===== config.mk =====
export PLATFORM = sky130hd
export DESIGN_NAME = fetch_redirect_unit_flat
export DESIGN_NICKNAME = d
export VERILOG_FILES = /design/src/rtl/fetch_redirect_unit_pkg.sv /design/src/rtl/fetch_redirect_unit_if.sv /design/src/rtl/fetch_skid_buf.sv /design/src/rtl/fetch_redirect_unit.sv /design/src/flat_wrapper.sv
export SDC_FILE = /design/constraint.sdc
export NUM_CORES = 1
export LEC_CHECK = 0
export ABC_AREA = 1
export CORE_ASPECT_RATIO = 0.9
export CORE_MARGIN = 2
export CORE_UTILIZATION = 44
export CTS_CLUSTER_SIZE = 14
export DETAILED_ROUTE_END_ITERATION = 10
export HOLD_SLACK_MARGIN = 0.02
export PLACE_DENSITY = 0.69
export RECOVER_POWER = 25
export SETUP_SLACK_MARGIN = 0.15
export SLEW_MARGIN = 30
export SYNTH_ARGS = -nofsm -noshare
export SYNTH_HDL_FRONTEND = slang
export SYNTH_HIERARCHICAL = 1
export SYNTH_SLANG_ARGS = --single-unit

===== constraint.sdc =====
create_clock -name clk -period 4.1 [get_ports clk]
set_input_delay 0.615 -clock clk [delete_from_list [all_inputs] [get_ports clk]]
set_output_delay 0.615 -clock clk [all_outputs]
set_load 0.05 [all_outputs]

===== src/rtl/fetch_redirect_unit_pkg.sv =====
// Shared types and constants for the IF-stage fetch/redirect unit.
// Optional perf counters are enabled by defining FETCH_PERF_CNT_EN.
package fetch_redirect_unit_pkg;

  localparam int unsigned PKG_XLEN     = 32;
  localparam logic [31:0] RESET_PC_DEF = 32'h1C00_0000;
  localparam logic        BR_TAKEN_N   = 1'b0;

  typedef enum logic [1:0] {
    FETCH_REQ  = 2'd0,
    FETCH_WAIT = 2'd1,
    FETCH_DROP = 2'd2
  } fetch_state_e;

  // Comparator flag is active-low; jumps are always taken.
  function automatic logic br_taken(input logic branch_n, input logic jump);
    return jump | (branch_n == BR_TAKEN_N);
  endfunction

endpackage


===== src/rtl/fetch_redirect_unit_if.sv =====
// Instruction-memory request/response bus between the fetch unit and memory.
interface fetch_redirect_unit_if #(
  parameter int unsigned XLEN = 32
) ();

  logic            inst_req;
  logic [XLEN-1:0] inst_addr;
  logic            inst_addr_ok;
  logic            inst_data_ok;
  logic [XLEN-1:0] inst_rdata;

  modport master (
    output inst_req,
    output inst_addr,
    input  inst_addr_ok,
    input  inst_data_ok,
    input  inst_rdata
  );

  modport slave (
    input  inst_req,
    input  inst_addr,
    output inst_addr_ok,
    output inst_data_ok,
    output inst_rdata
  );

endinterface


===== src/rtl/fetch_skid_buf.sv =====
// One-entry {pc,instr} holding register that absorbs a fetch returning while ID is stalled.
module fetch_skid_buf #(
  parameter int unsigned XLEN = 32
) (
  input  logic            clk,
  input  logic            rstn,
  input  logic            load,
  input  logic            unload,
  input  logic            clear,
  input  logic [XLEN-1:0] pc_in,
  input  logic [XLEN-1:0] instr_in,
  output logic            full,
  output logic [XLEN-1:0] pc_out,
  output logic [XLEN-1:0] instr_out
);

  logic            full_q,  full_d;
  logic [XLEN-1:0] pc_q,    pc_d;
  logic [XLEN-1:0] instr_q, instr_d;

  // Clear wins over load so a redirect never leaves a wrong-path entry behind.
  always_comb begin
    full_d  = full_q;
    pc_d    = pc_q;
    instr_d = instr_q;
    if (clear) begin
      full_d = 1'b0;
    end else if (load) begin
      full_d  = 1'b1;
      pc_d    = pc_in;
      instr_d = instr_in;
    end else if (unload) begin
      full_d = 1'b0;
    end
  end

  always_ff @(posedge clk) begin
    if (!rstn) begin
      full_q  <= 1'b0;
      pc_q    <= '0;
      instr_q <= '0;
    end else begin
      full_q  <= full_d;
      pc_q    <= pc_d;
      instr_q <= instr_d;
    end
  end

  assign full      = full_q;
  assign pc_out    = pc_q;
  assign instr_out = instr_q;

endmodule


===== src/rtl/fetch_redirect_unit.sv =====
// IF-stage PC generator, instruction-fetch handshake FSM and IF/ID register.
// Define FETCH_PERF_CNT_EN to add redirect_cnt/drop_cnt outputs.
module fetch_redirect_unit
  import fetch_redirect_unit_pkg::*;
#(
  parameter int unsigned     XLEN     = PKG_XLEN,
  parameter logic [XLEN-1:0] RESET_PC = XLEN'(RESET_PC_DEF)
) (
  input  logic                   clk,
  input  logic                   rstn,
  input  logic                   stall_d,
  input  logic                   branch_n_d,
  input  logic                   jump_d,
  input  logic [XLEN-1:0]        target_d,
  fetch_redirect_unit_if.master  imem,
  output logic [XLEN-1:0]        pc_d,
  output logic [XLEN-1:0]        instr_d,
  output logic                   valid_d
`ifdef FETCH_PERF_CNT_EN
  ,
  output logic [31:0]            redirect_cnt,
  output logic [31:0]            drop_cnt
`endif
);

  fetch_state_e    state_q, state_d;
  logic [XLEN-1:0] pc_f_q, pc_f_d;
  logic [XLEN-1:0] pc_inflight_q, pc_inflight_d;
  logic            id_valid_q, id_valid_d;
  logic [XLEN-1:0] id_pc_q, id_pc_d;
  logic [XLEN-1:0] id_instr_q, id_instr_d;

  logic            redirect;
  logic            inst_req_c;
  logic            accept;
  logic            deliver;
  logic            discard;
  logic            advance;
  logic            skid_full;
  logic            skid_load;
  logic            skid_unload;
  logic [XLEN-1:0] skid_pc;
  logic [XLEN-1:0] skid_instr;

  // A stalled ID stage must not redirect; the branch is re-evaluated on release.
  assign redirect = id_valid_q & ~stall_d & br_taken(branch_n_d, jump_d);
  assign advance  = ~stall_d | ~id_valid_q;

  // FSM state register
  always_ff @(posedge clk) begin
    if (!rstn) state_q <= FETCH_REQ;
    else       state_q <= state_d;
  end

  // FSM next-state
  always_comb begin
    state_d = state_q;
    case (state_q)
      FETCH_REQ: begin
        if (accept) state_d = redirect ? FETCH_DROP : FETCH_WAIT;
      end
      FETCH_WAIT: begin
        if (deliver | discard) state_d = FETCH_REQ;
        else if (redirect)     state_d = FETCH_DROP;
      end
      FETCH_DROP: begin
        if (discard) state_d = FETCH_REQ;
      end
      default: state_d = FETCH_REQ;
    endcase
  end

  // FSM outputs; request is held off while the skid still owns an entry.
  always_comb begin
    inst_req_c = 1'b0;
    deliver    = 1'b0;
    discard    = 1'b0;
    case (state_q)
      FETCH_REQ:  inst_req_c = rstn & ~skid_full;
      FETCH_WAIT: begin
        deliver = imem.inst_data_ok & ~redirect;
        discard = imem.inst_data_ok &  redirect;
      end
      FETCH_DROP: discard = imem.inst_data_ok;
      default:    inst_req_c = 1'b0;
    endcase
  end

  assign accept = inst_req_c & imem.inst_addr_ok;

  // PC generation; redirect overrides the sequential increment.
  always_comb begin
    pc_f_d        = pc_f_q;
    pc_inflight_d = pc_inflight_q;
    if (accept) begin
      pc_inflight_d = pc_f_q;
      pc_f_d        = pc_f_q + XLEN'(4);
    end
    if (redirect) pc_f_d = {target_d[XLEN-1:2], 2'b00};
  end

  // IF/ID update: skid drains first, otherwise fresh data, otherwise a bubble.
  always_comb begin
    id_valid_d  = id_valid_q;
    id_pc_d     = id_pc_q;
    id_instr_d  = id_instr_q;
    skid_load   = 1'b0;
    skid_unload = 1'b0;
    if (advance) begin
      if (skid_full) begin
        id_valid_d  = 1'b1;
        id_pc_d     = skid_pc;
        id_instr_d  = skid_instr;
        skid_unload = 1'b1;
        skid_load   = deliver;
      end else if (deliver) begin
        id_valid_d = 1'b1;
        id_pc_d    = pc_inflight_q;
        id_instr_d = imem.inst_rdata;
      end else begin
        id_valid_d = 1'b0;
      end
    end else if (deliver) begin
      skid_load = 1'b1;
    end
    if (redirect) id_valid_d = 1'b0;
  end

  always_ff @(posedge clk) begin
    if (!rstn) begin
      pc_f_q        <= RESET_PC;
      pc_inflight_q <= '0;
      id_valid_q    <= 1'b0;
      id_pc_q       <= '0;
      id_instr_q    <= '0;
    end else begin
      pc_f_q        <= pc_f_d;
      pc_inflight_q <= pc_inflight_d;
      id_valid_q    <= id_valid_d;
      id_pc_q       <= id_pc_d;
      id_instr_q    <= id_instr_d;
    end
  end

  fetch_skid_buf #(.XLEN(XLEN)) u_skid (
    .clk       (clk),
    .rstn      (rstn),
    .load      (skid_load),
    .unload    (skid_unload),
    .clear     (redirect),
    .pc_in     (pc_inflight_q),
    .instr_in  (imem.inst_rdata),
    .full      (skid_full),
    .pc_out    (skid_pc),
    .instr_out (skid_instr)
  );

  assign imem.inst_req  = inst_req_c;
  assign imem.inst_addr = pc_f_q;
  assign pc_d           = id_pc_q;
  assign instr_d        = id_instr_q;
  assign valid_d        = id_valid_q;

`ifdef FETCH_PERF_CNT_EN
  logic [31:0] redirect_cnt_q, redirect_cnt_d;
  logic [31:0] drop_cnt_q,     drop_cnt_d;

  // Event counters, free-running with natural wrap.
  always_comb begin
    redirect_cnt_d = redirect_cnt_q + 32'(redirect);
    drop_cnt_d     = drop_cnt_q + 32'(discard);
  end

  always_ff @(posedge clk) begin
    if (!rstn) begin
      redirect_cnt_q <= '0;
      drop_cnt_q     <= '0;
    end else begin
      redirect_cnt_q <= redirect_cnt_d;
      drop_cnt_q     <= drop_cnt_d;
    end
  end

  assign redirect_cnt = redirect_cnt_q;
  assign drop_cnt     = drop_cnt_q;
`endif

endmodule

===== src/flat_wrapper.sv =====
// flat-port wrapper written by rule: the top's interface ports become plain ports
module fetch_redirect_unit_flat import fetch_redirect_unit_pkg::*;
#(
  parameter int unsigned     XLEN     = PKG_XLEN,
  parameter logic [XLEN-1:0] RESET_PC = XLEN'(RESET_PC_DEF)
)
  (clk, rstn, stall_d, branch_n_d, jump_d, target_d, pc_d, instr_d, valid_d, imem_inst_req, imem_inst_addr, imem_inst_addr_ok, imem_inst_data_ok, imem_inst_rdata);
  fetch_redirect_unit_if #(.XLEN(XLEN)) imem_i ();
  input  logic clk;
  input  logic rstn;
  input  logic stall_d;
  input  logic branch_n_d;
  input  logic jump_d;
  input  logic [XLEN-1:0] target_d;
  output logic [XLEN-1:0] pc_d;
  output logic [XLEN-1:0] instr_d;
  output logic valid_d;
  output wire logic [$bits(imem_i.inst_req)-1:0] imem_inst_req;
  output wire logic [$bits(imem_i.inst_addr)-1:0] imem_inst_addr;
  input wire logic [$bits(imem_i.inst_addr_ok)-1:0] imem_inst_addr_ok;
  input wire logic [$bits(imem_i.inst_data_ok)-1:0] imem_inst_data_ok;
  input wire logic [$bits(imem_i.inst_rdata)-1:0] imem_inst_rdata;
  assign imem_inst_req = imem_i.inst_req;
  assign imem_inst_addr = imem_i.inst_addr;
  assign imem_i.inst_addr_ok = imem_inst_addr_ok;
  assign imem_i.inst_data_ok = imem_inst_data_ok;
  assign imem_i.inst_rdata = imem_inst_rdata;
  fetch_redirect_unit #(.XLEN(XLEN), .RESET_PC(RESET_PC)) u_core (.clk(clk), .rstn(rstn), .stall_d(stall_d), .branch_n_d(branch_n_d), .jump_d(jump_d), .target_d(target_d), .imem(imem_i), .pc_d(pc_d), .instr_d(instr_d), .valid_d(valid_d));
endmodule

Word level (Yosys, flattened, before mapping)
Index checks and enable logic that the tools add are counted.
{"block": "word_totals", "register_bits": 196, "inputBits": 71, "out_inout_bits": 98, "elab_cells": 62}
{"block": "op_classes", "addsub": 1, "n_eq_ne": 5, "muxes": 23, "bitwise": 15, "n_reduce_logical": 8}
{"op": "$mux 32", "count": 6}
{"op": "$add 32x3->32 const B", "count": 1}
{"op": "$mux 1", "count": 10}
{"op": "$mux 2", "count": 5}
{"op": "$and 1x1->1", "count": 6}
{"op": "$not 1->1", "count": 6}
{"op": "$pmux 2 s3", "count": 1}
{"op": "$reduce_bool 2->1", "count": 3}
{"op": "$ne 2x1->1 const B", "count": 2}
{"op": "$reduce_and 2->1", "count": 2}
{"op": "$ne 3x1->1 const B", "count": 1}
{"op": "$or 1x1->1", "count": 3}
{"op": "$reduce_and 3->1", "count": 1}
{"op": "$eq 2x1->1 const B", "count": 1}
{"op": "$eq 2x2->1 const B", "count": 1}
{"op": "$logic_not 2->1", "count": 1}
{"op": "$pmux 1 s2", "count": 1}
{"op": "$reduce_or 2->1", "count": 1}

Longest topological paths before layout
Gate-level depths: netlist of the first run.
{"block": "logic_depth", "word_depth": 9, "ltp_mapped": 11, "ltp_nobuf": 11}

Modules after synthesis
Netlist of the first run, hierarchy kept.
{"mod": "fetch_redirect_unit", "n_inst": 1, "cells_per_inst": 891, "area_each_um2": 6219.7}
{"mod": "fetch_skid_buf", "n_inst": 1, "cells_per_inst": 419, "area_each_um2": 2825.2}

Worst setup path after synthesis of the first run
No wires, ideal clock.
{"block": "synth_path", "kind": "flip-flop to flip-flop", "start": "register u_core.pc_f_q[2], in the netlist u_core/imem.inst_addr[2]", "end": "register u_core.pc_f_q[26], in the netlist u_core/imem.inst_addr[26]", "arrival_ns": 1.905, "required_time_ns": 3.985, "slack_ns": 2.081, "path_stages_with_launch": 11, "n_path_buf": 0, "synth_period_minus_slack_ns": 2.019, "path_cell_list": "dfxtp_1 -> ha_1 -> inv_1 -> nor2_1 -> nand2_1 -> nor2_4 -> nand2_1 -> nor2_1 -> nand2_1 -> nand3_1 -> nand2_1"}
{"block": "synth_between", "elab_chain_len": 3}
{"element": "from (decl)", "line": "fetch_redirect_unit.sv:27", "rtl": "logic [XLEN-1:0] pc_f_q, pc_f_d;"}
{"element": "from (signal assigned)", "line": "fetch_redirect_unit.sv:137", "rtl": "pc_f_q <= pc_f_d;"}
{"element": "$add 32x3->32", "line": "fetch_redirect_unit.sv:97", "rtl": "pc_f_d = pc_f_q + XLEN'(4);"}
{"element": "$mux 32", "line": "fetch_redirect_unit.sv:95", "rtl": "if (accept) begin"}
{"element": "$mux 32", "line": "fetch_redirect_unit.sv:99", "rtl": "if (redirect) pc_f_d = {target_d[XLEN-1:2], 2'b00};"}
No other way between the ends. The select of a mux whose other input is x is not followed.
A chain may end at the register's enable or synchronous reset.

Worst setup path in the final report of the first run
{"block": "layout_path", "start": "register u_core.state_q[0]", "end": "register u_core.pc_f_q[2], in the netlist u_core/imem.inst_addr[2]"}
{"block": "layout_between", "elab_chain_len": 4}
{"element": "from (decl)", "line": "fetch_redirect_unit.sv:26", "rtl": "fetch_state_e state_q, state_d;"}
{"element": "from (signal assigned)", "line": "fetch_redirect_unit.sv:52", "rtl": "else state_q <= state_d;"}
{"element": "$logic_not 2->1", "line": "fetch_redirect_unit.sv:78", "rtl": "case (state_q)"}
{"element": "$mux 1", "line": "fetch_redirect_unit.sv:78"}
{"element": "$and 1x1->1", "line": "fetch_redirect_unit.sv:89", "rtl": "assign accept = inst_req_c & imem.inst_addr_ok;"}
{"element": "$reduce_bool 2->1 (no line)"}
No other way between the ends.

==> summary.txt, run 1 <==
Yosys
  – Synthesis-stage register bit count: 192
  – Post-synthesis sequential area ratio: 0.425
  – Yosys synthesis warning count: 6
  – Synth Instances: 1,310
  – Syn_area_per_cell: 6.90 sq um
  – Post-Synthesis Cell Area: 9040 sq um
  – Yosys cell types: 32

Detailed routing
  – WL per Instance: 14.3 um
  – First-iteration detailed-routing DRC count: 519
  – Vias per inst: 4.99
  – Vias: 8,470
  – Wirelength, routed: 24,300 um
  – Antenna Nets Post-Route: 0
  – DRC viols: 0
  – Pre-antenna DRT Iters: 5

Pwr
  – Pwr Total: 5.51 mW
  – Peak VDD IR: 289 uV
  – Power density cells: 492 nW/um^2
  – LEAKAGE: 4.38 nW

Clocking
  – Total CTS buffers: 17
  – CTS max path bufs: 2
  – Clock Sink Count: 192
  – Post-cts repair resize count: 0
  – H-tree level count: 4
  – Clock Latency Late Sink: 0.44 ns
  – CTS tree: done
  – Clock slew at reported path FFs: 0.07 ns
  – Root buffer cell: clkbuf_16
  – Post-CTS Setup Bufs: 0
  – Cts hold-fix bufs: 0

Global routing
  – First-pass GRT wire length: 39,300 um
  – Largest net degree at the start of global routing: 88
  – Vias in the first global route: 7,785
  – GRT Util Overall: 0.224
  – Grt ovf: 0
  – Antenna violations before repair: 0

Placed design
  – Placed Instance Area: 10,700 sq um
  – Number of port buffers: 164
  – Inst Count DP: 1,665
  – Gp weighted congestion: 0.907
  – Dpl ws: 1.17 ns
  – DP HPWL: 15,900 um

STA
  – Final hold viol count: 0
  – Relative slew slack: 0.208
  – Clock skew: 0.0154 ns
  – Fin Hold WS: 0.466 ns
  – Slew @ Worst Pin: 1.19 ns
  – Fmax: 328 MHz
  – Final setup fails: 0
  – Worst setup margin: 1.05 ns
  – RSZ-0062 raised after global routing: no
  – Fin crit period: 3.05 ns
  – Setup TNS: 0 ns
  – Fin. max-slew vios: 0
  – Period utilization: 0.744

Critical path
  – CP max FO: 54
  – Flop-to-flop setup slack: 1.05 ns
  – Critical Path AT: 3.43 ns
  – WP data required: 4.48 ns
  – Setup crit start: u_core/state_q[0]
  – Startpoint Class: flip-flop
  – Kind of end point of the critical path: flip-flop
  – R2r startpoint: u_core/state_q[0]
  – Crit Path Class: reg2reg

Hold path
  – Min-delay worst type: reg2reg
  – Hold Crit Start: u_core/pc_inflight_q[8]

Layout
  – Antenna Cells: 0
  – Design Area, Final: 11,200 sq um
  – Area Growth Syn to Fin: 23.9%
  – Proportion of layout cells with a drive suffix above 1: 0.0416
  – Fin cells: 1,696
  – Final Util: 0.559
  – Post-layout nets: 1,504

Die
  – Die width: 155 um
  – I/O pin total: 169
  – Row Count: 49
  – Effective utilization at floorplan: 0.451
  – Die area: 21,700 sq um
  – Die H: 140 um
  – CORE AREA: 20,000 sq um

Run status
  – Run status: finished, final reports clean

Flow run
  – Max-cap violations: 0
-- where the power goes --
part | leakage (nW) | switching, mW | internal, mW
Clock | 0.276 | 0.715 | 0.901
Sequential | 1.56 | 0.145 | 2.09
Combinational | 2.54 | 1.12 | 0.527
-- worst max-delay path: stages (launching register included) --
cell and delay (ns):
dfxtp_1 0.32, inv_1 0.10, ha_1 0.24, nand2_1 0.07, nor2_1 0.32, nand2_1 0.55
clkbuf_2 0.73, nor2_1 0.37, nor2_1 0.07, nand2_1 0.07, o211ai_1 0.08, inv_1 0.08
-- area by class of cell --
| type | count | area [sq um] |
|---|---|---|
| Clock buffer | 23 | 488 |
| Clock inverter | 8 | 78.8 |
| Fill cell | 1931 | 8840 |
| Inverter | 156 | 586 |
| Multi-Input combinational cell | 886 | 4150 |
| Sequential cell | 192 | 3850 |
| Tap cell | 255 | 319 |
| Timing Repair Buffer | 176 | 1740 |
-- cell usage after synthesis --
master | instances | area (sq um)
ha_1 | 4 | 50.1
conb_1 | 1 | 3.75
a211oi_2 | 1 | 12.5
buf_1 | 3 | 11.3
o21a_1 | 1 | 7.51
nand2_4 | 1 | 11.3
nor2_4 | 7 | 78.8
nand3_2 | 2 | 20.0
xor2_1 | 7 | 61.3
dfxtp_1 | 192 | 3840
nor3_2 | 1 | 10.0
a21oi_1 | 92 | 460
buf_2 | 36 | 180
nand2_2 | 3 | 18.8
buf_4 | 5 | 37.5
xnor2_1 | 6 | 52.6
nor2_1 | 237 | 890
inv_2 | 3 | 11.3
nand2_1 | 239 | 897
mux2i_1 | 32 | 320
clkinv_1 | 1 | 3.75
nand3_1 | 89 | 445
a22oi_1 | 1 | 7.51
o21ai_0 | 147 | 736
buf_6 | 13 | 146
o211ai_1 | 1 | 7.51
clkbuf_1 | 22 | 82.6
nand4_1 | 5 | 31.3
nor2_2 | 3 | 18.8
a31oi_1 | 2 | 12.5
o21ai_1 | 1 | 5.00
inv_1 | 152 | 571
-- final timing paths --
check                                  end  depth (start not counted)
hold reg to reg    u_core/pc_inflight_q[8]                          2
setup reg to reg  u_core/imem.inst_addr[2]                         11
setup / recovery  u_core/imem.inst_addr[2]                         11
hold / removal     u_core/pc_inflight_q[8]                          2
-- cells by family (layout without fill, tap and decap cells) --
| family | count (synthesis) | count (layout) | synth area share |
|---|---|---|---|
| compound gates | 246 | 246 | 0.138 |
| xor+xnor | 13 | 13 | 0.0126 |
| fa+ha+maj | 4 | 4 | 0.00553 |
| buf+inv | 235 | 363 | 0.115 |
| flops | 192 | 192 | 0.425 |
| mux | 32 | 32 | 0.0354 |
| other cells | 1 | 4 | 0.000415 |
| simple gates | 587 | 587 | 0.268 |
-- state kept, by name, summed over array words and instances, names as in the netlist --
name and flops:
u_core/pc_d 32, u_core/u_skid/full 1, u_core/u_skid/pc_out 32, u_core/imem.inst_addr 30, u_core/state_q 2, u_core/instr_d 32, u_core/u_skid/instr_out 32, u_core/valid_d 1
u_core/pc_inflight_q 30
-- cell usage in the layout (no fill, tap or decap), types with 2 or more instances in the layout --
| master | instances |
|---|---|
| nor2_1 | 239 |
| clkinv_2 | 2 |
| clkbuf_16 | 17 |
| mux2i_1 | 32 |
| inv_2 | 3 |
| xor2_1 | 7 |
| clkbuf_1 | 2 |
| dfxtp_1 | 191 |
| inv_1 | 152 |
| clkinvlp_4 | 2 |
| clkdlybuf4s50_1 | 162 |
| buf_4 | 11 |
| o21ai_0 | 147 |
| xnor2_1 | 6 |
| ha_1 | 4 |
| conb_1 | 4 |
| nand2_1 | 242 |
| a31oi_1 | 2 |
| nand4_1 | 5 |
| clkbuf_8 | 4 |
| nor2_4 | 6 |
| a21oi_1 | 92 |
| nand3_1 | 89 |
| nor2_2 | 2 |
| nand3_2 | 2 |
-- routing by layer --
metal / wire [um] / track usage / up-vias / share of wire
met1: 11800 / 0.309 / 3870 / 0.48
met2: 11000 / 0.357 / 204 / 0.45
li1: - / - / 4369 / -
met3: 1110 / 0.0387 / 27 / 0.046
met5: 0 / 0 / - / 0
met4: 469 / 0.0712 / 0 / 0.019
(Power assumes the default switching activity.)
==> run 2: changes to the inputs <==
- PLACE_DENSITY: 0.69 -> 0.72
- clock period: 4.1 -> 2.5 ns (I/O delays scaled with it)
==> run 2 against run 1 <==
Effect of this change: flip-flop and latch count unchanged; worst hold slack better by 0.0014 ns; die area did not move; utilization rose by 1.1 points; combinational power rose by 70%; register-to-register slack got worse by 0.52 ns; total power rose by 67%; sequential share of layout area decreased by 0.65 points; non-clock buffer count rose by 15; via count up 1.2%; setup slack lost 0.75 ns; highest routed layer unchanged.
==> summary.txt, run 2 (synthesized netlist as in run 1, its figures left out) <==
Critical path
  – WP data required: 2.12 ns
  – Kind of end point of the critical path: output port
  – R2r startpoint: u_core/state_q[0]
  – Critical Path AT: 1.83 ns
  – Slowest-stage cell, CP: clkdlybuf4s50_1
  – Crit Path Class: reg2out
  – CP max FO: 6
  – Reg-to-reg endpoint: u_core/imem.inst_addr[6]
  – Max incr delay on CP: 0.87 ns
  – Setup crit start: u_core/imem.inst_addr[15]
  – Reg2Reg Depth: 9
  – Startpoint Class: flip-flop
  – Flop-to-flop setup slack: 0.53 ns
  – Critical-path cell list: clkdlybuf4s50_1
  – Largest delay share family, worst path: buffers and inverters
  – Critical path buffers and inverters: 1

Clocking
  – Cts hold-fix bufs: 0
  – Post-cts repair resize count: 0
  – CTS tree: done
  – CTS max path bufs: 2
  – Clock Latency Late Sink: 0.43 ns
  – Clock Sink Count: 192
  – Post-CTS Setup Bufs: 0
  – Total CTS buffers: 17
  – H-tree level count: 4
  – Clock slew at reported path FFs: 0.07 ns
  – Root buffer cell: clkbuf_16

Pwr
  – Peak VDD IR: 502 uV
  – LEAKAGE: 4.50 nW
  – Pwr Total: 9.19 mW
  – Power density cells: 805 nW/um^2

Layout
  – Fin cells: 1,712
  – Antenna Cells: 0
  – Final Util: 0.570
  – Most frequent cells in the layout: 241 x nor2_1, 240 x nand2_1, 191 x dfxtp_1
  – FILL cells: 1,906
  – Post-layout nets: 1,519
  – Proportion of layout cells with a drive suffix above 1: 0.0522
  – Area Growth Syn to Fin: 26.3%
  – Commonest non-fill, non-tap cell in the layout: nor2_1

Die
  – Die H: 140 um
  – CORE AREA: 20,000 sq um
  – Die width: 155 um
  – Row Count: 49
  – Effective utilization at floorplan: 0.451
  – Die area: 21,700 sq um
  – I/O pin total: 169

STA
  – Clock skew: 0.0106 ns
  – Period utilization: 0.881
  – Slew @ Worst Pin: 0.684 ns
  – Fin crit period: 2.20 ns
  – Setup TNS: 0 ns
  – Final hold viol count: 0
  – RSZ-0062 raised after global routing: no
  – Fin Hold WS: 0.467 ns
  – Relative slew slack: 0.544
  – Fin. max-slew vios: 0
  – Final setup fails: 0
  – Fmax: 454 MHz

Detailed routing
  – Antenna Nets Post-Route: 0
  – First-iteration detailed-routing DRC count: 644
  – Vias: 8,568
  – Wirelength, routed: 24,400 um
  – DRC viols: 0
  – Vias per inst: 5.00
  – Pre-antenna DRT Iters: 5
  – WL per Instance: 14.2 um

Hold path
  – Hold Crit Start: u_core/pc_d[1]
  – Hold EP: u_core/pc_d[1]
  – Worst Hold Depth: 2
  – Min-delay worst type: reg2reg

Placed design
  – Inst Count DP: 1,680
  – Number of port buffers: 164
  – DP HPWL: 16,500 um
  – Gp weighted congestion: 0.953

Flow run
  – Max-cap violations: 0

Global routing
  – GRT Util Overall: 0.222
  – First-pass GRT wire length: 39,500 um
  – Largest net degree at the start of global routing: 67
  – Vias in the first global route: 7,911
  – Antenna violations before repair: 0
  – Grt ovf: 0

Run status
  – Run status: finished, final reports clean
run 2: changes by cell type in the layout (fill, tap and decap cells not counted), sizes merged:
cell / delta
buf: +14
clkbuf: -3
inv: +3
clkinv: +2
bufinv: +1
clkdlybuf4s50: -1
run 2: worst max path at each step:
stage,cells past startpoint,slack [ns],to
floorplan,10,0.48,u_core/imem.inst_addr[26]
global placement,9,0.24,u_core/u_skid/instr_out[19]
detailed placement,11,0.21,u_core/u_skid/pc_out[14]
CTS,1,0.30,imem_inst_addr[15]
global route,11,0.19,u_core/pc_d[0]
finish,1,0.30,imem_inst_addr[15]
run 2: report_power, final:
group | switching [mW] | internal [mW]
logic | 1.87 | 0.930
clock network | 1.23 | 1.50
registers | 0.236 | 3.43
total | 3.33 | 5.86
run 2: area by class of cell:
type	instances	area, sq um	area share
Sequential cell	192	3850	0.337
Timing Repair Buffer	191	1940	0.170
Tap cell	255	319	0.0279
Multi-Input combinational cell	886	4140	0.363
Inverter	156	586	0.0513
Clock buffer	18	429	0.0376
Clock inverter	14	156	0.0137
run 2: through the flow:
stage	setup slack [ns]	area, sq um
after floorplan	0.481	9060
after global placement	0.245	10900
after detailed placement	0.209	10900
after CTS	0.298	11500
after global routing	0.188	11400
final	0.297	11400
run 2: routing by layer:
metal / part of all wire / track usage
met1: 0.47 / 0.298
met2: 0.46 / 0.371
met3: 0.061 / 0.0439
met4: 0.011 / 0.0497
met5: 0 / 0
